**src/rtl/wave_synth_pkg.sv**
```systemverilog
// Shared mode and direction encodings for the parametrised waveform synthesiser.
package wave_synth_pkg;
  localparam logic [1:0] MODE_TRI    = 2'd0;
  localparam logic [1:0] MODE_SAW_UP = 2'd1;
  localparam logic [1:0] MODE_SAW_DN = 2'd2;
  localparam logic [1:0] MODE_SQUARE = 2'd3;

  localparam logic DIR_UP = 1'b1;
  localparam logic DIR_DN = 1'b0;
endpackage

```
**src/rtl/wave_synth_next.sv**
```systemverilog
// Combinational next-state for the waveform accumulator: new acc, direction and period-start flag.
// Combinational only; the caller owns registers, enable and mode-change handling.
module wave_synth_next
  import wave_synth_pkg::*;
#(
  parameter int WIDTH  = 5,
  parameter int STEP_W = 4
) (
  input  logic [WIDTH-1:0]  acc_i,
  input  logic              dir_i,
  input  logic [1:0]        mode_i,
  input  logic [STEP_W-1:0] s_i,
  input  logic [WIDTH-1:0]  peak_i,
  output logic [WIDTH-1:0]  acc_o,
  output logic              dir_o,
  output logic              wrap_o
);
  // One guard bit above the wider operand so acc+s never overflows.
  localparam int AW = ((WIDTH > STEP_W) ? WIDTH : STEP_W) + 1;

  logic [AW-1:0] acc_x, s_x, pk_x, sum_x, dif_x;

  assign acc_x = AW'(acc_i);
  assign s_x   = AW'(s_i);
  assign pk_x  = AW'(peak_i);
  assign sum_x = acc_x + s_x;
  assign dif_x = acc_x - s_x;

  always_comb begin
    acc_o  = acc_i;
    dir_o  = dir_i;
    wrap_o = 1'b0;
    case (mode_i)
      MODE_SAW_UP: begin
        dir_o = DIR_UP;
        if (sum_x > pk_x) begin
          acc_o  = '0;
          wrap_o = 1'b1;
        end else begin
          acc_o = WIDTH'(sum_x);
        end
      end
      MODE_SAW_DN: begin
        dir_o = DIR_DN;
        if (acc_x < s_x) begin
          acc_o  = peak_i;
          wrap_o = 1'b1;
        end else begin
          acc_o = WIDTH'(dif_x);
        end
      end
      default: begin
        // A zero-height triangle is a one-cycle period; square keeps toggling dir.
        if (mode_i == MODE_TRI && peak_i == '0) begin
          acc_o  = '0;
          dir_o  = DIR_UP;
          wrap_o = 1'b1;
        end else if (dir_i == DIR_UP) begin
          if (sum_x >= pk_x) begin
            acc_o = peak_i;
            dir_o = DIR_DN;
          end else begin
            acc_o = WIDTH'(sum_x);
          end
        end else begin
          if (acc_x <= s_x) begin
            acc_o  = '0;
            dir_o  = DIR_UP;
            wrap_o = 1'b1;
          end else begin
            acc_o = WIDTH'(dif_x);
          end
        end
      end
    endcase
  end
endmodule

```
**src/rtl/wave_synth_param.sv**
```systemverilog
// Registered triangle / sawtooth / square generator with run-time peak, step and clock-enable.
// One cycle from enable to new sample; en low freezes all state.
module wave_synth_param
  import wave_synth_pkg::*;
#(
  parameter int WIDTH  = 5,
  parameter int STEP_W = 4
) (
  input  logic              clk,
  input  logic              rst_n,
  input  logic              en,
  input  logic [1:0]        mode,
  input  logic [STEP_W-1:0] step,
  input  logic [WIDTH-1:0]  peak,
  output logic [WIDTH-1:0]  wave,
  output logic              dir,
  output logic              wrap
);
  logic [WIDTH-1:0]  acc_q, acc_d, acc_n, wave_q, wave_d;
  logic              dir_q, dir_d, dir_n, wrap_q, wrap_d, wrap_n;
  logic [1:0]        mode_q, mode_d;
  logic [STEP_W-1:0] s_w;

  assign s_w = (step == '0) ? STEP_W'(1) : step;

  wave_synth_next #(.WIDTH(WIDTH), .STEP_W(STEP_W)) u_next (
    .acc_i  (acc_q),
    .dir_i  (dir_q),
    .mode_i (mode_q),
    .s_i    (s_w),
    .peak_i (peak),
    .acc_o  (acc_n),
    .dir_o  (dir_n),
    .wrap_o (wrap_n)
  );

  always_comb begin
    acc_d  = acc_q;
    dir_d  = dir_q;
    wave_d = wave_q;
    mode_d = mode_q;
    wrap_d = 1'b0;
    if (en) begin
      // A mode switch restarts the period and skips the waveform step.
      if (mode != mode_q) begin
        mode_d = mode;
        acc_d  = '0;
        dir_d  = DIR_UP;
        wave_d = '0;
        wrap_d = 1'b1;
      end else begin
        acc_d  = acc_n;
        dir_d  = dir_n;
        wrap_d = wrap_n;
        if (mode_q == MODE_SQUARE) begin
          wave_d = (dir_n == DIR_DN) ? peak : '0;
        end else begin
          wave_d = acc_n;
        end
      end
    end
  end

  always_ff @(posedge clk or negedge rst_n) begin
    if (!rst_n) begin
      acc_q  <= '0;
      wave_q <= '0;
      dir_q  <= DIR_UP;
      wrap_q <= 1'b0;
      mode_q <= MODE_TRI;
    end else begin
      acc_q  <= acc_d;
      wave_q <= wave_d;
      dir_q  <= dir_d;
      wrap_q <= wrap_d;
      mode_q <= mode_d;
    end
  end

  assign wave = wave_q;
  assign dir  = dir_q;
  assign wrap = wrap_q;
endmodule

```
**config.mk**
```make
export PLATFORM = sky130hd
export DESIGN_NAME = wave_synth_param
export DESIGN_NICKNAME = d
export VERILOG_FILES = /design/src/rtl/wave_synth_pkg.sv /design/src/rtl/wave_synth_next.sv /design/src/rtl/wave_synth_param.sv
export SDC_FILE = /design/constraint.sdc
export NUM_CORES = 1
export LEC_CHECK = 0
export ABC_CLOCK_PERIOD_IN_PS = 7400
export CAP_MARGIN = 30
export CORE_MARGIN = 2
export CORE_UTILIZATION = 59
export DETAILED_ROUTE_END_ITERATION = 8
export GPL_TIMING_DRIVEN = 0
export MAX_ROUTING_LAYER = met4
export PLACE_DENSITY = 0.91
export SLEW_MARGIN = 5
export SYNTH_ARGS = -nofsm -noshare
export SYNTH_HDL_FRONTEND = slang
export SYNTH_HIERARCHICAL = 1
export SYNTH_SLANG_ARGS = --single-unit
```
**constraint.sdc**
```tcl
create_clock -name clk -period 7.4 [get_ports clk]
set_input_delay 1.48 -clock clk [delete_from_list [all_inputs] [get_ports clk]]
set_output_delay 1.48 -clock clk [all_outputs]
set_load 0.05 [all_outputs]
```
**Yosys cells after proc, flatten, opt, wreduce, memory -nomap -nowiden**

Cells that the tools add are included.

- Reductions and logical operators: 5
- Add/sub/neg operators: 2
- Multiplexer cells: 25
- Magnitude comparators: 4
- Equal/unequal tests: 4

Operator list:

| operator | count |
|---|---|
| $mux W5 | 10 |
| $mux W1 | 11 |
| $pmux W5 S2 | 1 |
| $add A5 B4 Y6 | 1 |
| $ge A6 B5 Y1 | 1 |
| $gt A6 B5 Y1 | 1 |
| $le A5 B4 Y1 | 1 |
| $logic_not A5 Y1 | 1 |
| $lt A5 B4 Y1 | 1 |
| $sub A5 B4 Y5 | 1 |
| $eq A2 B2 Y1 const B | 2 |
| $logic_not A4 Y1 | 1 |
| $mux W4 | 1 |
| $pmux W1 S2 | 2 |
| $eq A2 B1 Y1 const B | 1 |
| $logic_not A2 Y1 | 1 |
| $ne A2 B2 Y1 | 1 |
| $reduce_and A2 Y1 | 1 |
| $logic_and A1 B1 Y1 | 1 |

- Word-level logic and storage cells: 45
- Output and inout bits: 7
- Register bits: 14

**Depth between registers and ports, before layout**

Gate-level depths: netlist of run 1.

- Word-level depth: 11
- Mapped depth: 18
- Mapped depth without buffers: 18

**By module**

Netlist of run 1, hierarchy kept.

Modules (own cells, without submodules):

| module | instances | area an instance (um2) | sequential area each (um2) | cells each |
|---|---|---|---|---|
| wave_synth_next | 1 | 894.6 | 0.0 | 124 |
| wave_synth_param | 1 | 720.7 | 351.6 | 65 |

**Worst setup path after synthesis of run 1**

Ideal clock, no wire load.

- Path type: input to register
- Start point: input port step[1]
- End point: register wave_q[0] (netlist: wave[0])
- Path slack: 2893 ps
- Library setup time: 130 ps
- Cell stages on the path: 18
- Arrival time: 4378 ps
- Path buffers: 0
- Path through: nor3_1 or2_2 ha_1 inv_1 fa_1 nor3_1 nor3_1 xnor2_1 ha_1 and3_1 o21ai_1 nand3_1 nor2_2 nand2_1 a2bb2oi_1 and4b_1 a21oi_1 o22ai_2

- Longest elaborated chain between the ends: 11

RTL lines:

| what | RTL line | source |
|---|---|---|
| from (decl) | wave_synth_param.sv:13 | `input logic [STEP_W-1:0] step,` |
| $logic_not A4 Y1 (*) | wave_synth_param.sv:24 | `assign s_w = (step == '0) ? STEP_W'(1) : step;` |
| $mux W4 (*) | wave_synth_param.sv:24 |  |
| net s_w[0] | wave_synth_param.sv:22 | `logic [STEP_W-1:0] s_w;` |
| $add A5 B4 Y6 | wave_synth_next.sv:26 | `assign sum_x = acc_x + s_x;` |
| $ge A6 B5 Y1 | wave_synth_next.sv:59 | `if (sum_x >= pk_x) begin` |
| $mux W1 | wave_synth_next.sv:59 |  |
| $mux W1 (*) | wave_synth_next.sv:58 | `end else if (dir_i == DIR_UP) begin` |
| $mux W1 (*) | wave_synth_next.sv:54 | `if (mode_i == MODE_TRI && peak_i == '0) begin` |
| $pmux W1 S2 (*) | wave_synth_next.sv:33 | `case (mode_i)` |
| net dir_n | wave_synth_param.sv:20 | `logic dir_q, dir_d, dir_n, wrap_q, wrap_d, wrap_n;` |
| $mux W5 (*) | wave_synth_param.sv:56 | `wave_d = (dir_n == DIR_DN) ? peak : '0;` |
| $mux W5 (*) | wave_synth_param.sv:55 | `if (mode_q == MODE_SQUARE) begin` |
| $mux W5 (*) | wave_synth_param.sv:45 | `if (mode != mode_q) begin` |
| to (signal assigned) | wave_synth_param.sv:73 | `wave_q <= wave_d;` |
| to (decl) | wave_synth_param.sv:19 | `logic [WIDTH-1:0] acc_q, acc_d, acc_n, wave_q, wave_d;` |

The timed path passes the listed nets; every way through them passes the cells marked *.
A chain may end at the register's enable or synchronous reset.

**Final worst setup path of run 1**

- Start point: input port step[1]
- End point: register wave_q[4] (netlist: wave[4])

The elaborated chain is that of the path after synthesis.

==> summary.txt, run 1 <==
PwrDens -> 263 mW/mm2
Main combinational cell family by area after synthesis -> compound AO/OA/AOI/OAI gates
Max incr delay on CP -> 0.42 ns
Clock transition at the registers of the reported paths -> 0.09 ns
Syn nets -> 221
Die H -> 56.3 um
Diodes inserted -> 0
FF-to-FF path depth -> 15
Setup Buffers After CTS -> 0
Psw -> 0.242 mW
Area occupied by multi-input gates -> 0.00108 mm2
Top cells by count, synth -> inv_1 (34), ha_1 (16), dfrtp_1 (13), a21oi_1 (11), o22ai_2 (10)
Part of the power in registers -> 20.6%
Row cnt -> 18
Layout area overhead -> 17.0%
Max Cap Viol -> 0
Hold-fix buffers at CTS -> 0
NumNets Final -> 246
Post-Synth Simple-Gate Area -> 17.6%
Adder-Cell Fraction of Synth Area -> 14.9%
Crit Path Max Fanout -> 6
Top-count cell post-synth -> inv_1
Antenna violations before repair -> 0
CTS tree -> yes
Crit Path Category -> in2reg
Crit share post-route -> 70.7%
Worst Clk Skew -> 0.00414 ns
Async SR Flop Fraction -> 100%
Total GRT Usage -> 28.6%
Layout cells sized above 1 -> 13.1%
Routed WL -> 4210 um
Leak -> 0.854 nW
CTS Sinks -> 14
Worst setup path end -> wave[4]
Core Region -> 0.00254 mm2
Status -> finished clean
Crit Reg-Reg Startpoint -> acc_q[1]
GRT overflow -> 0
Chip width -> 56.3 um
Final Max Tran Viols -> 0
Worst-Margin Slew -> 0.639 ns
Seq cells post-synth -> 14
Clock root cell -> clkbuf_4
Via count -> 1552
1st-pass router iterations -> 7
Mapped Cells -> 189
Hold slack -> 0.539 ns
Sequential share of the synthesized area -> 21.8%
Starting Density -> 63.5%
Gate power share -> 68.0%
First-pass GRT wire length -> 7070 um
Cells along the critical path -> clkdlybuf4s50_1 -> nor3_1 -> or2_2 -> ha_1 -> inv_1 -> fa_1 -> nor3_1 -> nor3_1 -> xnor2_1 -> ha_1 -> and3_1 -> o21ai_1 -> nand3_1 -> nor2_2 -> nand2_1 -> a2bb2oi_1 -> and4b_1 -> a21oi_1 -> o22ai_2
Final Hold Fails -> 0
FILL cells -> 188
Cts bufs inserted -> 3
CP most frequent cell -> nor3_1
Worst path slowest cell -> clkdlybuf4s50_1
Synth Flop Type -> dfrtp_1
DR DRC count -> 0
Buffers added on ports -> 20
Cell Area, Placed -> 0.00185 mm2
Reg-to-Reg End -> wave[4]
XOR/XNOR share of the synthesized area -> 3.80%
Dpl hpwl -> 3300 um
Iteration-0 DRC Markers -> 93
Mapped Avg Cell Area -> 8.55 um2
Maximum vdd drop -> 0.000189 V
Setup crit start kind -> input port
Final setup viols -> 0
Worst Path Arrival -> 5.41 ns
Sw Share -> 48.7%
Synth unique cells -> 49
CP startpoint -> step[1]
IO Count -> 21
Fmax -> 0.191 GHz
Synth Area in Compound Gates -> 27.0%
Largest net degree at the start of global routing -> 15
Fin crit period -> 5.23 ns
Hold Path Class -> reg2reg
Critical Path RT -> 7.57 ns
Vias in the first global route -> 1614
Synthesized area -> 0.00162 mm2
Routability cong. -> 1.02
Fin area -> 0.00189 mm2
Endpoint class of the critical path -> flop
Clock power frac -> 11.4%
Max_slew headroom -> 57.3%
DR vias/cell -> 6.39
Register area -> 352 um2
R2R Setup Slk -> 3.65 ns
Largest cells by area after synthesis -> dfrtp_1 (20%), ha_1 (12%), inv_1 (7.9%)
Per-cell routed wire length -> 17.3 um
Worst skew pair latency -> 0.29 ns
Area of the die -> 0.00317 mm2
RSZ-0062 raised after global routing -> false
Pint -> 0.255 mW
H-tree Lvls -> 1
CTS max path bufs -> 2
Yosys top cell area share -> 20.1%
Post-synth top area cell -> dfrtp_1
YS warnings -> 6
Post-synthesis mux area share -> 3.41%
Setup TNS -> 0 ns
Cts repair resizes -> 0
Post-route ant nets -> 0
Worst Hold Launch -> wave[4]
Post-synth EDFFs -> 0
[flip-flops by register name, indices dropped and copies added, names as in the netlist]
register and cells:
acc_q 5, dir 1, mode_q 2, wave 5, wrap 1
[placed cells by master, fill, tap and decap left out, types with 2 or more instances in the layout]
cell	count
a32oi_1	2
buf_2	2
a21boi_0	2
clkbuf_4	3
nor2_1	7
o21a_1	2
and4b_1	5
clkdlybuf4s50_1	20
a211o_1	2
mux2_1	3
nor4_1	4
a21o_1	2
o31ai_1	3
buf_6	3
o41ai_1	2
nor3_1	6
nand2_1	8
o22ai_2	10
clkbuf_1	4
o21ai_0	6
o21ai_1	2
o32ai_1	2
o22ai_1	2
xor2_1	3
inv_1	34
a21oi_1	11
dfrtp_1	13
nor2b_1	3
xnor2_1	4
ha_1	16
fa_1	2
nand3_1	5
[layer usage]
metal | up-vias | wire length (um) | part of all wire [%] | track usage, %
li1 | 719 | - | - | -
met1 | 695 | 1600 | 38 | 32.7
met2 | 109 | 2050 | 49 | 48.1
met3 | 29 | 399 | 9.5 | 8.06
met4 | 0 | 153 | 3.6 | 9.86
met5 | - | 0 | 0 | -
[area by class of cell]
cell class	instances	share of cell area, %
multi-input cells	132	57.0
flip-flops and latches	14	18.6
repair buffers	20	10.6
inverters	34	6.75
plain buffers	9	3.11
well taps	30	1.99
clock buffers	4	1.92
[cell families (layout without fill, tap and decap cells)]
group | Yosys count | count (layout)
AO/OA/AOI/OAI | 55 | 55
AND/OR/NAND/NOR | 47 | 47
buffers and inverters | 43 | 67
adder cells (fa/ha/maj) | 18 | 18
flip-flops | 14 | 14
XOR/XNOR | 7 | 7
multiplexers | 5 | 5
[power groups by stage]
stage          sequential (mW)  combinational, mW  clock [mW]
2_1_floorplan            0.124              0.223           0
3_3_place_gp             0.103              0.312           0
3_5_place_dp             0.104              0.326           0
4_1_cts                  0.102              0.328      0.0577
5_1_grt                  0.104              0.360      0.0610
6_report                 0.102              0.338      0.0565
[per-stage QoR]
step	setup WS (ns)	power, mW	std cells	util, %
after floorplan	2.89	0.347	189	-
after global placement	2.00	0.414	239	72.8
after detailed placement	1.97	0.430	239	72.8
after CTS	2.26	0.488	243	74.2
after global routing	1.93	0.526	243	74.2
final	2.17	0.497	243	74.2
[worst max-delay path: cells and delay by family]
family | cells | cell delay [ns]
and+or+nand+nor | 9 | 1.58
adders and majority gates | 3 | 0.89
AOI/OAI and AO/OA | 4 | 0.69
buffers and inverters | 2 | 0.48
xor gates and xnor gates | 1 | 0.32
[how the worst min path moves through the flow]
| stage | to | slack (ns) | depth (start not counted) |
|---|---|---|---|
| floorplan | acc_q[4] | 0.51 | 2 |
| global placement | acc_q[4] | 0.53 | 2 |
| detailed placement | wave[2] | 0.53 | 2 |
| CTS | wave[2] | 0.54 | 2 |
| global route | wave[4] | 0.56 | 2 |
| finish | wave[4] | 0.54 | 2 |
Note: power is estimated with default switching activity, not from simulation.
==> run 2: changes to the inputs <==
- ABC_CLOCK_PERIOD_IN_PS: 7400 -> 5100
- CORE_UTILIZATION: 59 -> 56
- PLACE_DENSITY: 0.91 -> 0.88
- clock period: 7.4 -> 5.1 ns (I/O delays scaled with it)
==> run 2 against run 1 <==
- non-clock buffer count stayed put
- utilization shrank 5.5 points
- flip-flop and latch count unchanged
- sequential power grew 46%
- combinational power rose by 41%
- routed wire length down 11%
- sequential share of layout area fell by 0.074 points
- critical endpoint is now wave[3]
- largest power group unchanged
- highest routed layer unchanged
==> summary.txt, run 2 (same netlist as run 1, synthesis figures left out) <==
Most frequent cells in the layout -> inv_1 (34), clkdlybuf4s50_1 (20), ha_1 (16)
Worst Path Arrival -> 4.95 ns
Iteration-0 DRC Markers -> 66
Cells along the critical path -> clkdlybuf4s50_1 -> nor3_1 -> or2_2 -> ha_1 -> inv_1 -> fa_1 -> nor3_1 -> nor3_1 -> xnor2_1 -> ha_1 -> and3_1 -> o21ai_1 -> nand3_1 -> nor2_2 -> nand2_1 -> a2bb2oi_2 -> and4b_1 -> a21oi_1 -> o22ai_2
Crit path buffers/inverters -> 2
GRT overflow -> 0
Core Region -> 0.00276 mm2
Final Hold Fails -> 0
Layout area overhead -> 17.4%
Worst skew pair latency -> 0.27 ns
Row cnt -> 19
Die H -> 57.7 um
Via count -> 1468
Leak -> 0.855 nW
Max Cap Viol -> 0
Crit Reg-Reg Startpoint -> acc_q[0]
Final Power -> 0.706 mW
CP startpoint -> step[1]
Cts bufs inserted -> 3
DR vias/cell -> 6.02
First-pass GRT wire length -> 6400 um
Routability cong. -> 0.967
Chip width -> 57.7 um
Worst Clk Skew -> 0.000640 ns
Vias in the first global route -> 1432
IO Count -> 21
Largest net degree at the start of global routing -> 15
CTS max path bufs -> 2
Non-Filler Instances -> 244
Area of the die -> 0.00333 mm2
FILL cells -> 238
Status -> finished clean
Clock root cell -> clkbuf_4
Final Max Tran Viols -> 0
Critical path's top delay family -> simple AND/OR/NAND/NOR gates
Starting Density -> 58.6%
PwrDens -> 372 mW/mm2
Dpl ws -> -0.0144 ns
Fmax -> 0.209 GHz
Most common cell after layout, fill and taps aside -> inv_1
Max incr delay on CP -> 0.42 ns
Layout cells sized above 1 -> 13.6%
Worst setup path end -> wave[3]
Max_slew headroom -> 56.3%
Crit Path Max Fanout -> 6
Antenna violations before repair -> 0
Final setup viols -> 0
Per-cell routed wire length -> 15.3 um
Routed WL -> 3740 um
RSZ-0062 raised after global routing -> false
Endpoint class of the critical path -> flop
Crit. path cell count -> 19
CTS Sinks -> 14
FF-to-FF path depth -> 16
Hold-fix buffers at CTS -> 0
CP most frequent cell -> nor3_1
Dpl hpwl -> 3000 um
Setup TNS -> 0 ns
Crit Path Category -> in2reg
R2R Setup Slk -> 1.35 ns
DR DRC count -> 0
Total GRT Usage -> 24.7%
Crit share post-route -> 94.0%
Hold Path Class -> reg2reg
Fin crit period -> 4.79 ns
DP Cell Count -> 240
H-tree Lvls -> 1
1st-pass router iterations -> 4
Diodes inserted -> 0
Setup crit start kind -> input port
Critical Path RT -> 5.26 ns
NumNets Final -> 246
Buffers added on ports -> 20
Maximum vdd drop -> 0.000311 V
Final worst slack -> 0.305 ns
Worst-Margin Slew -> 0.654 ns
Worst path slowest cell -> clkdlybuf4s50_1
CTS tree -> yes
Post-route ant nets -> 0
Reg-to-Reg End -> wave[3]
Clock transition at the registers of the reported paths -> 0.08 ns
Setup Buffers After CTS -> 0
[run 2: cell counts in the layout (fill, tap and decap cells not counted)]
No cell type changed its count.
[run 2: metal layers]
layer	GRT usage (%)	routed length, um	vias to the layer above
li1	-	-	718
met1	33.8	1780	693
met2	39.4	1750	51
met3	2.01	171	6
met4	6.64	36	0
met5	-	0	-
[run 2: final cells by class]
class	instances	area [um2]	share of cell area, %
inverters	34	128	6.73
flip-flops and latches	14	352	18.5
clock buffers	4	36.3	1.91
multi-input cells	132	1080	57.1
repair buffers	20	200	10.6
well taps	31	38.8	2.04
plain buffers	9	58.8	3.10
[run 2: tightest hold or removal path, cell delays in order, from the launching register on]
cell	delay [ns]
dfrtp_1	0.38
inv_1	0.06
o22ai_2	0.06
[run 2: report_power, final]
group          internal (mW)  total, mW  switching, mW
sequential             0.131      0.149         0.0185
clock                 0.0434     0.0780         0.0346
combinational          0.195      0.478          0.284
[run 2: what timing repair did]
item,4_1_cts,5_1_grt
endpoints found under the setup margin,0,4
endpoints found under the hold margin,0,0
gates resized for setup,0,1
[run 2: metrics by stage]
step | utilization (%) | instance area, um2 | hold slack [ns]
2_1_floorplan | - | 1620 | 0.513
3_3_place_gp | 67.2 | 1850 | 0.522
3_5_place_dp | 67.2 | 1850 | 0.527
4_1_cts | 68.6 | 1890 | 0.540
5_1_grt | 68.8 | 1900 | 0.569
6_report | 68.8 | 1900 | 0.538
[run 2: worst min-delay path by stage]
stage,start,end,cells after the start
finish,acc_q[4],acc_q[4],2
global route,wave[4],wave[4],2
CTS,acc_q[4],acc_q[4],2
detailed placement,acc_q[4],acc_q[4],2
global placement,acc_q[4],acc_q[4],2
floorplan,acc_q[4],acc_q[4],2
